===== src/rtl/clock_set_ctrl.sv =====
// Run/set sequencer for a BCD hh:mm:ss counter: 1 Hz prescaler, hour/minute editing, commit load.
// Optional alarm editing and match flag when CLOCK_SET_ALARM_EN is defined.
module clock_set_ctrl #(
  parameter int TICK_DIV = 50000000,
  parameter int HOUR_MAX = 11
) (
  input  logic       clk,
  input  logic       rst_n,
  input  logic       btn_mode,
  input  logic       btn_inc,
  input  logic [3:0] cur_h1,
  input  logic [3:0] cur_h0,
  input  logic [3:0] cur_m1,
  input  logic [3:0] cur_m0,
  output logic       cnt_en,
  output logic       ld,
  output logic [3:0] ld_h1,
  output logic [3:0] ld_h0,
  output logic [3:0] ld_m1,
  output logic [3:0] ld_m0,
  output logic [1:0] sel
`ifdef CLOCK_SET_ALARM_EN
  ,
  output logic       alarm,
  output logic       alarm_sel
`endif
);

  localparam int PW = (TICK_DIV > 2) ? $clog2(TICK_DIV) : 1;
  localparam logic [PW-1:0] PMAX = PW'(TICK_DIV - 1);

  typedef enum logic [2:0] {
    RUN    = 3'd0,
    SET_H  = 3'd1,
    SET_M  = 3'd2,
    COMMIT = 3'd3
`ifdef CLOCK_SET_ALARM_EN
    ,
    SET_AH = 3'd4,
    SET_AM = 3'd5
`endif
  } state_t;

  // Two-digit BCD increment; out-of-range or non-BCD values restart at 00.
  function automatic logic [7:0] bcd_inc(input logic [7:0] v, input int maxv);
    logic [3:0] t, u;
    int         n;
    t = v[7:4];
    u = v[3:0];
    n = int'(t) * 10 + int'(u);
    if (t > 4'd9 || u > 4'd9 || n >= maxv) bcd_inc = 8'h00;
    else if (u == 4'd9)                    bcd_inc = {t + 4'd1, 4'd0};
    else                                   bcd_inc = {t, u + 4'd1};
  endfunction

  state_t        state_q, state_d;
  logic [PW-1:0] presc_q, presc_d;
  logic          mode_prev_q, inc_prev_q;
  logic [7:0]    ldh_q, ldh_d, ldm_q, ldm_d;
  logic          mode_p, inc_p, leave_run;
`ifdef CLOCK_SET_ALARM_EN
  logic [7:0]    alh_q, alh_d, alm_q, alm_d;
  logic          alarm_q, alarm_d;
`endif

  assign mode_p = btn_mode & ~mode_prev_q;
  assign inc_p  = btn_inc  & ~inc_prev_q;

  // While the alarm is ringing, a mode press only silences it.
`ifdef CLOCK_SET_ALARM_EN
  assign leave_run = mode_p & ~alarm_q;
`else
  assign leave_run = mode_p;
`endif

  always_comb begin
    state_d = state_q;
    presc_d = presc_q;
    ldh_d   = ldh_q;
    ldm_d   = ldm_q;
    cnt_en  = 1'b0;
    ld      = 1'b0;
    sel     = 2'd0;
`ifdef CLOCK_SET_ALARM_EN
    alh_d     = alh_q;
    alm_d     = alm_q;
    alarm_d   = alarm_q;
    alarm_sel = 1'b0;
`endif
    case (state_q)
      RUN: begin
        if (leave_run) begin
          state_d = SET_H;
          ldh_d   = {cur_h1, cur_h0};
          ldm_d   = {cur_m1, cur_m0};
        end else begin
          cnt_en  = (presc_q == PMAX);
          presc_d = cnt_en ? '0 : presc_q + PW'(1);
        end
`ifdef CLOCK_SET_ALARM_EN
        if (cnt_en && {cur_h1, cur_h0} == alh_q && {cur_m1, cur_m0} == alm_q) alarm_d = 1'b1;
        if (mode_p) alarm_d = 1'b0;
`endif
      end
      SET_H: begin
        sel = 2'd1;
        if (mode_p)     state_d = SET_M;
        else if (inc_p) ldh_d   = bcd_inc(ldh_q, HOUR_MAX);
      end
      SET_M: begin
        sel = 2'd2;
`ifdef CLOCK_SET_ALARM_EN
        if (mode_p)     state_d = SET_AH;
`else
        if (mode_p)     state_d = COMMIT;
`endif
        else if (inc_p) ldm_d   = bcd_inc(ldm_q, 59);
      end
`ifdef CLOCK_SET_ALARM_EN
      SET_AH: begin
        sel = 2'd3;
        if (mode_p)     state_d = SET_AM;
        else if (inc_p) alh_d   = bcd_inc(alh_q, HOUR_MAX);
      end
      SET_AM: begin
        sel       = 2'd3;
        alarm_sel = 1'b1;
        if (mode_p)     state_d = COMMIT;
        else if (inc_p) alm_d   = bcd_inc(alm_q, 59);
      end
`endif
      COMMIT: begin
        ld      = 1'b1;
        presc_d = '0;
        state_d = RUN;
      end
      default: state_d = RUN;
    endcase
  end

  always_ff @(posedge clk or negedge rst_n) begin
    if (!rst_n) begin
      state_q     <= RUN;
      presc_q     <= '0;
      mode_prev_q <= 1'b0;
      inc_prev_q  <= 1'b0;
      ldh_q       <= 8'h00;
      ldm_q       <= 8'h00;
`ifdef CLOCK_SET_ALARM_EN
      alh_q       <= 8'h00;
      alm_q       <= 8'h00;
      alarm_q     <= 1'b0;
`endif
    end else begin
      state_q     <= state_d;
      presc_q     <= presc_d;
      mode_prev_q <= btn_mode;
      inc_prev_q  <= btn_inc;
      ldh_q       <= ldh_d;
      ldm_q       <= ldm_d;
`ifdef CLOCK_SET_ALARM_EN
      alh_q       <= alh_d;
      alm_q       <= alm_d;
      alarm_q     <= alarm_d;
`endif
    end
  end

  assign {ld_h1, ld_h0} = ldh_q;
  assign {ld_m1, ld_m0} = ldm_q;
`ifdef CLOCK_SET_ALARM_EN
  assign alarm = alarm_q;
`endif

endmodule


===== config.mk =====
export PLATFORM = sky130hd
export DESIGN_NAME = clock_set_ctrl
export DESIGN_NICKNAME = d
export VERILOG_FILES = /design/src/rtl/clock_set_ctrl.sv
export SDC_FILE = /design/constraint.sdc
export NUM_CORES = 1
export LEC_CHECK = 0
export CORE_UTILIZATION = 55
export CTS_BUF_LIST = sky130_fd_sc_hd__clkbuf_4 sky130_fd_sc_hd__clkbuf_8
export DETAILED_ROUTE_END_ITERATION = 8
export DONT_BUFFER_PORTS = 1
export PLACE_DENSITY = 0.75
export SYNTH_ARGS = -nofsm -noshare
export SYNTH_HDL_FRONTEND = slang
export SYNTH_SLANG_ARGS = --single-unit
export TNS_END_PERCENT = 5

===== constraint.sdc =====
create_clock -name clk -period 3.17 [get_ports clk]
set_input_delay 0.317 -clock clk [delete_from_list [all_inputs] [get_ports clk]]
set_output_delay 0.317 -clock clk [all_outputs]
set_load 0.03 [all_outputs]

Word-level counts from Yosys, hierarchy flattened --
Index checks and enable logic that the tools add are counted.
Storage, ports and cells: logic and storage cells 80, flip-flop bits (word level) 47, input bits 20, output and inout bits 20
Cells by class: order comparisons 6, muxes and demuxes 23, multiply operators 2, add/sub/neg operators 7, reductions and logical operators 14, equality and inequality tests 16, bitwise gates (word level) 4
Operators with widths (number):
- two-way mux 8 bit | 10
- two-way mux 26 bit | 2
- case mux 26 bit (2 select lines) | 1
- case mux 8 bit (2 select lines) | 2
- adder 26 x 1 -> 26 bit, second input constant | 1
- equality test 26 bit, second input constant | 1
- adder 8 x 4 -> 9 bit | 2
- adder 4 x 1 -> 4 bit, second input constant | 4
- > comparator 4 bit, second input constant | 4
- inequality test 2 bit, second input constant | 8
- multiplier 4 x 3 -> 7 bit, second input constant | 2
- AND reduction 5 bit | 2
- >= comparator 9 x 4 -> 1 bit, second input constant | 1
- >= comparator 9 x 6 -> 1 bit, second input constant | 1
- two-way mux 3 bit | 3
- case mux 3 bit (3 select lines) | 1
- equality test 4 bit, second input constant | 2
- AND reduction 4 bit | 2
- equality test 3 x 2 -> 1 bit, second input constant | 2
- inequality test 3 bit, second input constant | 2
- nonzero test 2 bit | 3
- logical OR 1 bit | 4
- case mux 2 bit (2 select lines) | 1
- equality test 3 x 1 -> 1 bit, second input constant | 1
- other kinds (6) | 10

Depth between registers and ports, before layout --
Gate-level depths: netlist of run 1.
word-level depth 8, gate-level depth with buffers 9, depth with buffers taken out 9

Worst setup path after synthesis of run 1 --
Ideal clock, no wire load.
kind register to register, from register ldm_q[5], to register ldm_q[7], stages on the path, launching flop included 10, data arrival time 2.758 ns, setup slack 0.285 ns, period minus slack after synthesis 2.885 ns, data required time 3.043 ns, path buffers 0, library setup time 0.127 ns, path through dfrtp_1 ha_1 ha_1 inv_1 fa_1 nor4b_1 a31oi_1 o22ai_2 a31oi_1 a2bb2oi_1
Between the ends: longest elaborated chain between the ends 8, elaborated cells between the ends (all ways) 14, classes of those cells add/sub (2); mul (1); order compare (2); eq/ne (1); mux (5); reduce/logical (3)
RTL lines:
- from (decl) | RTL line 59 | logic [7:0] ldh_q, ldh_d, ldm_q, ldm_d;
- from (signal assigned) | RTL line 160 | ldm_q <= ldm_d;
- multiplier 4 x 3 -> 7 bit | RTL line 50 | n = int'(t) * 10 + int'(u);
- adder 8 x 4 -> 9 bit | RTL line 50
- >= comparator 9 x 6 -> 1 bit | RTL line 51 | if (t > 4'd9 || u > 4'd9 || n >= maxv) bcd_inc = 8'h00;
- logical OR 1 bit | RTL line 51
- two-way mux 8 bit | RTL line 51
- two-way mux 8 bit | RTL line 117 | else if (inc_p) ldm_d = bcd_inc(ldm_q, 59);
- two-way mux 8 bit | RTL line 115 | if (mode_p) state_d = COMMIT;
- case mux 8 bit (2 select lines) | RTL line 90 | case (state_q)
Several ways; a longest one is shown, not always the timed one. The select of a mux whose other input is x is not followed. A chain may end at the register's enable or synchronous reset.

Final worst setup path of run 1 --
Same ends and word-level chain as after synthesis.

==> impl_metrics.yaml, run 1 <==
status:
  status: "complete, no violations"
floorplanning:
  fp-row-count: 28
  io_pins: 40
  die_h_um: 80.9
  dieArea_um2: 6550
  die_x_um: 80.9
  coreArea_um2: 5960
  start_util_pct: 57.5
global_route:
  grt_first_pass_wirelength_mm: 12.8
  grt.total_usage_pct: 25.2
  grt_max_degree: 47
  antenna_found_initial: 0
  overflow: 0
  grt_pass1_vias: 2755
routing:
  via_per_inst: 6.44
  num_vias: 2967
  ant_nets: 0
  drtIter0Drc: 220
  wl_per_cell_um: 17.0
  wirelength_mm: 7.85
  remaining_drc_errors: 0
  drtPass1Iterations: 4
final_layout:
  areaGrowthSynthToFinish_pct: 7.38
  antenna_cells: 0
  drive_gt1_share_pct: 11.1
  fillers: 519
  fin_cells: 461
  final_nets: 436
timing:
  final.period_utilization_pct: 90.8
  hold_violations: 0
  worst_pin_slew_ps: 1030
  rsz0062_at_grt: "no"
  fin_crit_ps: 2880
  fin_tns_setup_ps: 0
  finalClockSkew_ps: 4.35
  fmax_mhz: 347
  slew_headroom_pct: 30.4
  slew_viol_final: 0
  hold_slack_ps: 33.6
  setup_violations: 0
min_path:
  min_from: "btn_inc"
  hp-class: "in2reg"
  min_path_cells: 0
  hold_end: "inc_prev_q"
synthesis:
  ys_seq_area_share_pct: 33.6
  synth_commonest_cells: "dfrtp_1 (46), ha_1 (26), a31oi_1 (24), inv_1 (24), nor2_1 (24)"
  yosysMostFrequentCell: "dfrtp_1"
  avgSynthCellArea_um2: 9.11
  syn_nets: 426
  synth_top_area_share_pct: 33.6
  synth_ff_type: "dfrtp_1"
  synth-edff-count: 0
  synth_area_leader_cell: "dfrtp_1"
  syn-cell-area_um2: 3420
  synthTopCellsByArea: "dfrtp_1 (34%), ha_1 (9.5%), a31oi_1 (4.4%)"
  synth_warnings: 0
  syn_inst: 376
  synth_cell_types: 72
  ys_ff_latch: 46
  synthArstFlopShare_pct: 100
critical_path:
  crit_path_end_kind: "flip-flop"
  crit_fanout: 10
  setup.worst_path.class: "reg2reg"
  worstReg2RegStart: "ldm_q[5]"
  arrival_ps: 3070
  critical_path.startpoint: "ldm_q[5]"
  worst_r2r_path_depth: 9
  rr_endpoint: "ldm_q[7]"
  crit_path_start_kind: "flip-flop"
  cp.required_ps: 3360
  r2r_setup_slack_ps: 290
clock_network:
  numCtsBuffers: 5
  clk_latency_ps: 300
  max-clock-path-buffers: 2
  cts_sinks: 46
  cts.clk_slew.worst_paths_ps: 80
  cts_root_buf: "clkbuf_8"
  cts_tree: "done"
  htree_num_levels: 2
pwr:
  vdd_ir_drop_max_uv: 679
  p_leak_nw: 1.60
  powerDensity_nw_per_um2: 952
  finalPower_mw: 3.50
job:
  drv_cap: 0
place:
  place_hpwl_mm: 5.53
  dp.cells: 452
  numPortBuffers: 0
  gp_congestion: 0.810
-- logic make-up after synthesis --
logic type,Yosys count,share of synthesized area (%)
AOI/OAI and AO/OA,108,22.4
buffers and inverters,41,5.59
adders and majority gates,30,11.8
muxes,1,0.292
and+or+nand+nor,140,23.7
DFF,46,33.6
xor gates and xnor gates,10,2.56
-- area by class of cell --
| type | count | area [um2] | area share (%) |
|---|---|---|---|
| Sequential cell | 46 | 1150 | 31.3 |
| Tap cell | 75 | 93.8 | 2.55 |
| Multi-Input combinational cell | 289 | 2090 | 56.8 |
| Timing Repair Buffer | 19 | 165 | 4.49 |
| Inverter | 25 | 93.8 | 2.55 |
| Clock buffer | 7 | 83.8 | 2.28 |
-- flip-flops by register name, summed over array words and instances, names as in the netlist --
name	cells
inc_prev_q	1
ldm_q	8
presc_q	26
ldh_q	8
state_q	2
mode_prev_q	1
-- worst max-delay path, cell delays in order, from the launching register on --
cell,delay [ps]
dfrtp_1,390
ha_1,300
ha_1,210
inv_1,70
fa_1,440
nor4b_1,380
a31oi_1,190
o22ai_4,340
a31oi_1,250
a2bb2oi_1,180
-- metrics by stage --
stage	instance area, um2	setup slack (ps)	util (%)
6_report	3680	290	61.7
5_1_grt	3680	90.4	61.7
2_1_floorplan	3420	285	-
3_5_place_dp	3550	199	59.6
3_3_place_gp	3550	377	59.6
4_1_cts	3670	184	61.6
-- per-layer routing --
metal  wire length [um]  global-route usage [%]  share of wire, %  vias up
met1               3580                    32.1                46     1427
met5                  0                       0                 0        -
li1                   -                       -                 -     1452
met4                105                    8.57               1.3        0
met2               3860                    43.4                49       77
met3                303                    3.71               3.9       11
-- how the worst max path moves through the flow --
stage,end,slack [ps],cells past startpoint
2_1_floorplan,ldm_q[7],290,9
3_3_place_gp,ldm_q[7],380,9
3_5_place_dp,ldm_q[7],200,9
4_1_cts,ldm_q[7],180,9
5_1_grt,ldm_q[7],90,9
6_report,ldm_q[7],290,9
-- layout by cell type, fill, tap and decap left out, drive strengths merged, types with 3 or more instances in the layout --
cell,instances
nand2b,5
o2111ai,3
or3,4
fa,4
and3,8
xnor2,8
nor3,8
a31oi,25
nor2,25
nor4,10
o211ai,5
nand2,25
dfrtp,46
o21a,3
o22ai,3
buf,18
a21oi,15
nor4b,3
a2bb2oi,9
a32o,3
o21ai,16
nand3b,3
nand3,21
nand4,11
ha,26
a22oi,3
and2,6
a41oi,4
inv,24
clkbuf,7
-- power breakdown --
group / total, mW / leakage, nW / internal, mW / switching [mW]
Sequential: 0.980 / 0.596 / 0.730 / 0.250
Combinational: 2.15 / 0.958 / 0.810 / 1.34
Clock: 0.370 / 0.0452 / 0.170 / 0.201
Total: 3.50 / 1.60 / 1.71 / 1.79
-- timing repair --
action / in CTS / in global routing
buffers inserted: 0 / 0
setup endpoints to repair: 0 / 1
resized for setup: 0 / 1
hold buffers: 2 / 0
hold endpoints to repair: 46 / 0
Power figures use the tool's default switching activity.
==> run 2, diff against run 1 <==
--- a/config.mk
+++ b/config.mk
@@ -10,6 +10,7 @@
 export DETAILED_ROUTE_END_ITERATION = 8
 export DONT_BUFFER_PORTS = 1
 export PLACE_DENSITY = 0.75
+export REMOVE_ABC_BUFFERS = 1
 export SYNTH_ARGS = -nofsm -noshare
 export SYNTH_HDL_FRONTEND = slang
 export SYNTH_SLANG_ARGS = --single-unit
==> constraint.sdc (replaced) <==
create_clock -name clk -period 3.25 [get_ports clk]
set_input_delay 0.325 -clock clk [delete_from_list [all_inputs] [get_ports clk]]
set_output_delay 0.325 -clock clk [all_outputs]
set_load 0.03 [all_outputs]
==> run 2 against run 1 <==
  * Sequential power grew 4%
  * Cell area shrank 0.65%
  * Largest cell class unchanged
  * Power shrank 2.4%
  * Worst setup slack is essentially flat
  * Die area is the same
  * Maximum frequency shrank 2.7%
==> impl_metrics.yaml, run 2 (synthesis gave the netlist of run 1 again) <==
status:
  status: "complete, no violations"
final_layout:
  areaGrowthSynthToFinish_pct: 6.69
  drive_gt1_share_pct: 10.7
  final_nets: 433
  antenna_cells: 0
  final_common_cell: "dfrtp_1"
  fillers: 512
  reg.largest.list: "presc_q (26), ldh_q (8), ldm_q (8)"
  layout_common_cells: "dfrtp_1 (46), ha_1 (26), inv_1 (24), nor2_1 (24), a31oi_1 (24)"
  largest_reg_flops: 26
  regMostFlops: "presc_q"
critical_path:
  setup.worst_path.class: "reg2reg"
  crit_path_max_incr_delay_ps: 430
  crit_path_start_kind: "flip-flop"
  path_cells: "ha_1 -> ha_1 -> inv_1 -> fa_1 -> nor4b_1 -> a31oi_1 -> o22ai_2 -> a31oi_1 -> a2bb2oi_1"
  crit_path_top_delay_cell: "fa_1"
  crit_path_end_kind: "flip-flop"
  arrival_ps: 3150
  worst_r2r_path_depth: 9
  crit_fanout: 10
  cp.required_ps: 3440
place:
  place_ws_ps: 340
  gp_congestion: 0.787
  place_hpwl_mm: 5.75
  numPortBuffers: 0
timing:
  worst_pin_slew_ps: 971
  fin_tns_setup_ps: 0
  setup_violations: 0
  slew_viol_final: 0
  final.period_utilization_pct: 91.1
  hold_violations: 0
  fin_crit_ps: 2960
  fmax_mhz: 338
  fin_ws_ps: 291
  finalClockSkew_ps: 8.10
  rsz0062_at_grt: "no"
  slew_headroom_pct: 34.4
floorplanning:
  start_util_pct: 57.5
  die_h_um: 80.9
  die_x_um: 80.9
  coreArea_um2: 5960
  dieArea_um2: 6550
  fp-row-count: 28
  io_pins: 40
global_route:
  grt.total_usage_pct: 26.6
  antenna_found_initial: 0
  overflow: 0
  grt_max_degree: 47
  grt_first_pass_wirelength_mm: 13.5
  grt_pass1_vias: 2937
clock_network:
  cts_tree: "done"
  max-clock-path-buffers: 2
  cts_setup_buffers: 0
  cts-hold-fix-buffers: 2
  numCtsBuffers: 5
  cts_sinks: 46
  htree_num_levels: 2
  cts_root_buf: "clkbuf_8"
  cts.clk_slew.worst_paths_ps: 90
  clk_latency_ps: 310
  cts.repair.resized: 0
min_path:
  min_path_cells: 0
  hp-class: "in2reg"
pwr:
  powerDensity_nw_per_um2: 935
  p_leak_nw: 1.58
  vdd_ir_drop_max_uv: 864
routing:
  num_vias: 2974
  wl_per_cell_um: 17.5
  via_per_inst: 6.48
  remaining_drc_errors: 0
  wirelength_mm: 8.02
  drtPass1Iterations: 4
  ant_nets: 0
  drtIter0Drc: 199
job:
  drv_cap: 0
## run 2: area by class of cell
type | count | area [um2] | area share [%]
inverters | 25 | 93.8 | 2.57
clock buffers | 5 | 68.8 | 1.88
repair buffers | 16 | 143 | 3.90
flip-flops and latches | 46 | 1150 | 31.5
well taps | 75 | 93.8 | 2.57
multi-input cells | 289 | 2080 | 57.0
clock inverters | 3 | 21.3 | 0.582
## run 2: per-stage QoR
stage	cells	cell area (um2)	total power, mW	utilization, %	hold WS, ps
after detailed placement	449	3530	3.01	59.2	30.7
after global routing	459	3650	3.68	61.3	24.0
final	459	3650	3.42	61.3	35.7
after CTS	459	3650	3.40	61.3	28.7
after global placement	449	3530	2.91	59.2	30.8
after floorplan	360	3330	2.43	-	29.4
## run 2: worst paths after layout
path                             start           to  slack (ps)
min                            btn_inc   inc_prev_q          40
max                           ldm_q[5]     ldm_q[7]         290
max reg2reg                   ldm_q[5]     ldm_q[7]         290
min in group asynchronous        rst_n  presc_q[23]         510
max in group asynchronous        rst_n     ldm_q[7]        2520
min reg2reg                presc_q[21]  presc_q[21]         530
## run 2: critical path, delay by kind of cell (launching register included)
family / cells / cell delay [ps]
adders and majority gates: 3 / 930
DFF: 1 / 390
AOI/OAI and AO/OA: 4 / 1040
buffers and inverters: 1 / 70
and+or+nand+nor: 1 / 410
## run 2: report_power, final
| part | switching, mW | internal (mW) | total, mW |
|---|---|---|---|
| registers | 0.311 | 0.710 | 1.02 |
| clock network | 0.219 | 0.152 | 0.370 |
| logic | 1.26 | 0.763 | 2.02 |
## run 2: per-layer routing
metal,wire length (um),GRT usage (%)
met1,3610,33.7
met2,3990,45.7
met3,363,4.94
met4,57,8.04
met5,0,0
==> run 3, diff against run 2 <==
--- a/config.mk
+++ b/config.mk
@@ -5,6 +5,7 @@
 export SDC_FILE = /design/constraint.sdc
 export NUM_CORES = 1
 export LEC_CHECK = 0
+export CORE_MARGIN = 2
 export CORE_UTILIZATION = 55
 export CTS_BUF_LIST = sky130_fd_sc_hd__clkbuf_4 sky130_fd_sc_hd__clkbuf_8
 export DETAILED_ROUTE_END_ITERATION = 8
==> run 3 against run 2 <==
  * Critical path depth unchanged
  * Global-route usage fell by 3.6 points
  * Clock-buffer cell count up 3
  * Worst hold slack gained 12 ps
  * Sequential power is essentially flat
  * Clock power grew 11%
  * Largest cell class unchanged
==> impl_metrics.yaml, run 3 (synthesis gave the netlist of run 1 again) <==
timing:
  finalClockSkew_ps: 5.66
  fin_crit_ps: 2950
  slew_viol_final: 0
  rsz0062_at_grt: "no"
  fmax_mhz: 339
  hold_violations: 0
  fin_tns_setup_ps: 0
  slew_headroom_pct: 18.5
  final.period_utilization_pct: 90.8
  fin_ws_ps: 299
  setup_violations: 0
  worst_pin_slew_ps: 1220
floorplanning:
  fp-row-count: 28
  die_h_um: 82.9
  dieArea_um2: 6870
  coreArea_um2: 5960
  start_util_pct: 57.5
  die_x_um: 82.9
  io_pins: 40
final_layout:
  areaGrowthSynthToFinish_pct: 7.71
  final_cell_area_um2: 3690
  largest_reg_flops: 26
  final_common_cell: "dfrtp_1"
  drive_gt1_share_pct: 11.1
  utilization_pct: 61.9
  layout_common_cells: "dfrtp_1 (46), ha_1 (26), inv_1 (24), nor2_1 (24), a31oi_1 (24)"
  antenna_cells: 0
  regMostFlops: "presc_q"
  final_nets: 435
  reg.largest.list: "presc_q (26), ldh_q (8), ldm_q (8)"
global_route:
  grt.total_usage_pct: 23.0
  grt_pass1_vias: 2792
  overflow: 0
  grt_max_degree: 47
  grt_first_pass_wirelength_mm: 13.4
  antenna_found_initial: 0
place:
  place_ws_ps: 366
  place_hpwl_mm: 5.63
  gp_congestion: 0.807
  numPortBuffers: 0
  placed_area_um2: 3540
clock_network:
  htree_num_levels: 2
  numCtsBuffers: 5
  cts_setup_buffers: 0
  max-clock-path-buffers: 2
  cts_root_buf: "clkbuf_8"
  cts_tree: "done"
  clk_latency_ps: 300
  cts_sinks: 46
  cts.clk_slew.worst_paths_ps: 90
min_path:
  hp-class: "in2reg"
critical_path:
  crit_fanout: 10
  setup.worst_path.class: "reg2reg"
  path_cells: "ha_1 -> ha_1 -> inv_1 -> fa_1 -> nor4b_1 -> a31oi_1 -> o22ai_2 -> a31oi_1 -> a2bb2oi_1"
  crit_path_end_kind: "flip-flop"
  cp.buffers_inverters: 1
  cp.required_ps: 3430
  crit_path_start_kind: "flip-flop"
  cp_top_family: "compound AO/OA/AOI/OAI gates"
  crit_path_max_incr_delay_ps: 430
  crit_path_top_delay_cell: "fa_1"
  arrival_ps: 3130
routing:
  drtPass1Iterations: 5
  wirelength_mm: 8.04
  ant_nets: 0
  drtIter0Drc: 213
  num_vias: 2998
  wl_per_cell_um: 17.4
  remaining_drc_errors: 0
  via_per_inst: 6.50
pwr:
  powerDensity_nw_per_um2: 938
  p_leak_nw: 1.60
  vdd_ir_drop_max_uv: 730
  finalPower_mw: 3.46
status:
  status: "complete, no violations"
job:
  drv_cap: 0
run 3: where the power goes:
part / internal [mW] / switching (mW)
registers: 0.710 / 0.304
clock network: 0.215 / 0.196
logic: 0.770 / 1.26
total: 1.70 / 1.76
run 3: worst paths after layout:
check                       startpoint          end  slack, ps  depth (start not counted)
max                           ldm_q[5]     ldm_q[7]        300                          9
min                            btn_inc   inc_prev_q         50                          0
max reg2reg                   ldm_q[5]     ldm_q[7]        300                          9
min reg2reg                presc_q[21]  presc_q[21]        520                          1
max in group asynchronous        rst_n  presc_q[16]       2490                          2
min in group asynchronous        rst_n  presc_q[19]        530                          2
run 3: metrics by stage:
stage	hold slack (ps)	std cells
after detailed placement	30.8	451
after floorplan	29.4	360
after global routing	30.5	461
after CTS	39.0	461
after global placement	31.0	451
final	48.2	461
run 3: cell type report:
type                            count  area [um2]
Sequential cell                    46        1150
Fill cell                         521        2270
Inverter                           25        93.8
Clock buffer                        8         110
Tap cell                           75        93.8
Multi-Input combinational cell    289        2080
Timing Repair Buffer               18         158
run 3: per-layer routing:
layer  vias to the layer above  share of wire [%]  track usage, %
li1                       1449                  -               -
met1                      1474                 47            30.9
met2                        67                 48            38.0
met3                         8                4.4            5.17
met4                         0               0.78            5.07
met5                         -                  0               0
run 3: repair_timing:
action                                  4_1_cts  5_1_grt
gates resized for setup                       0        0
hold endpoints to repair                     46        0
endpoints found under the setup margin        0        0
hold buffers                                  2        0
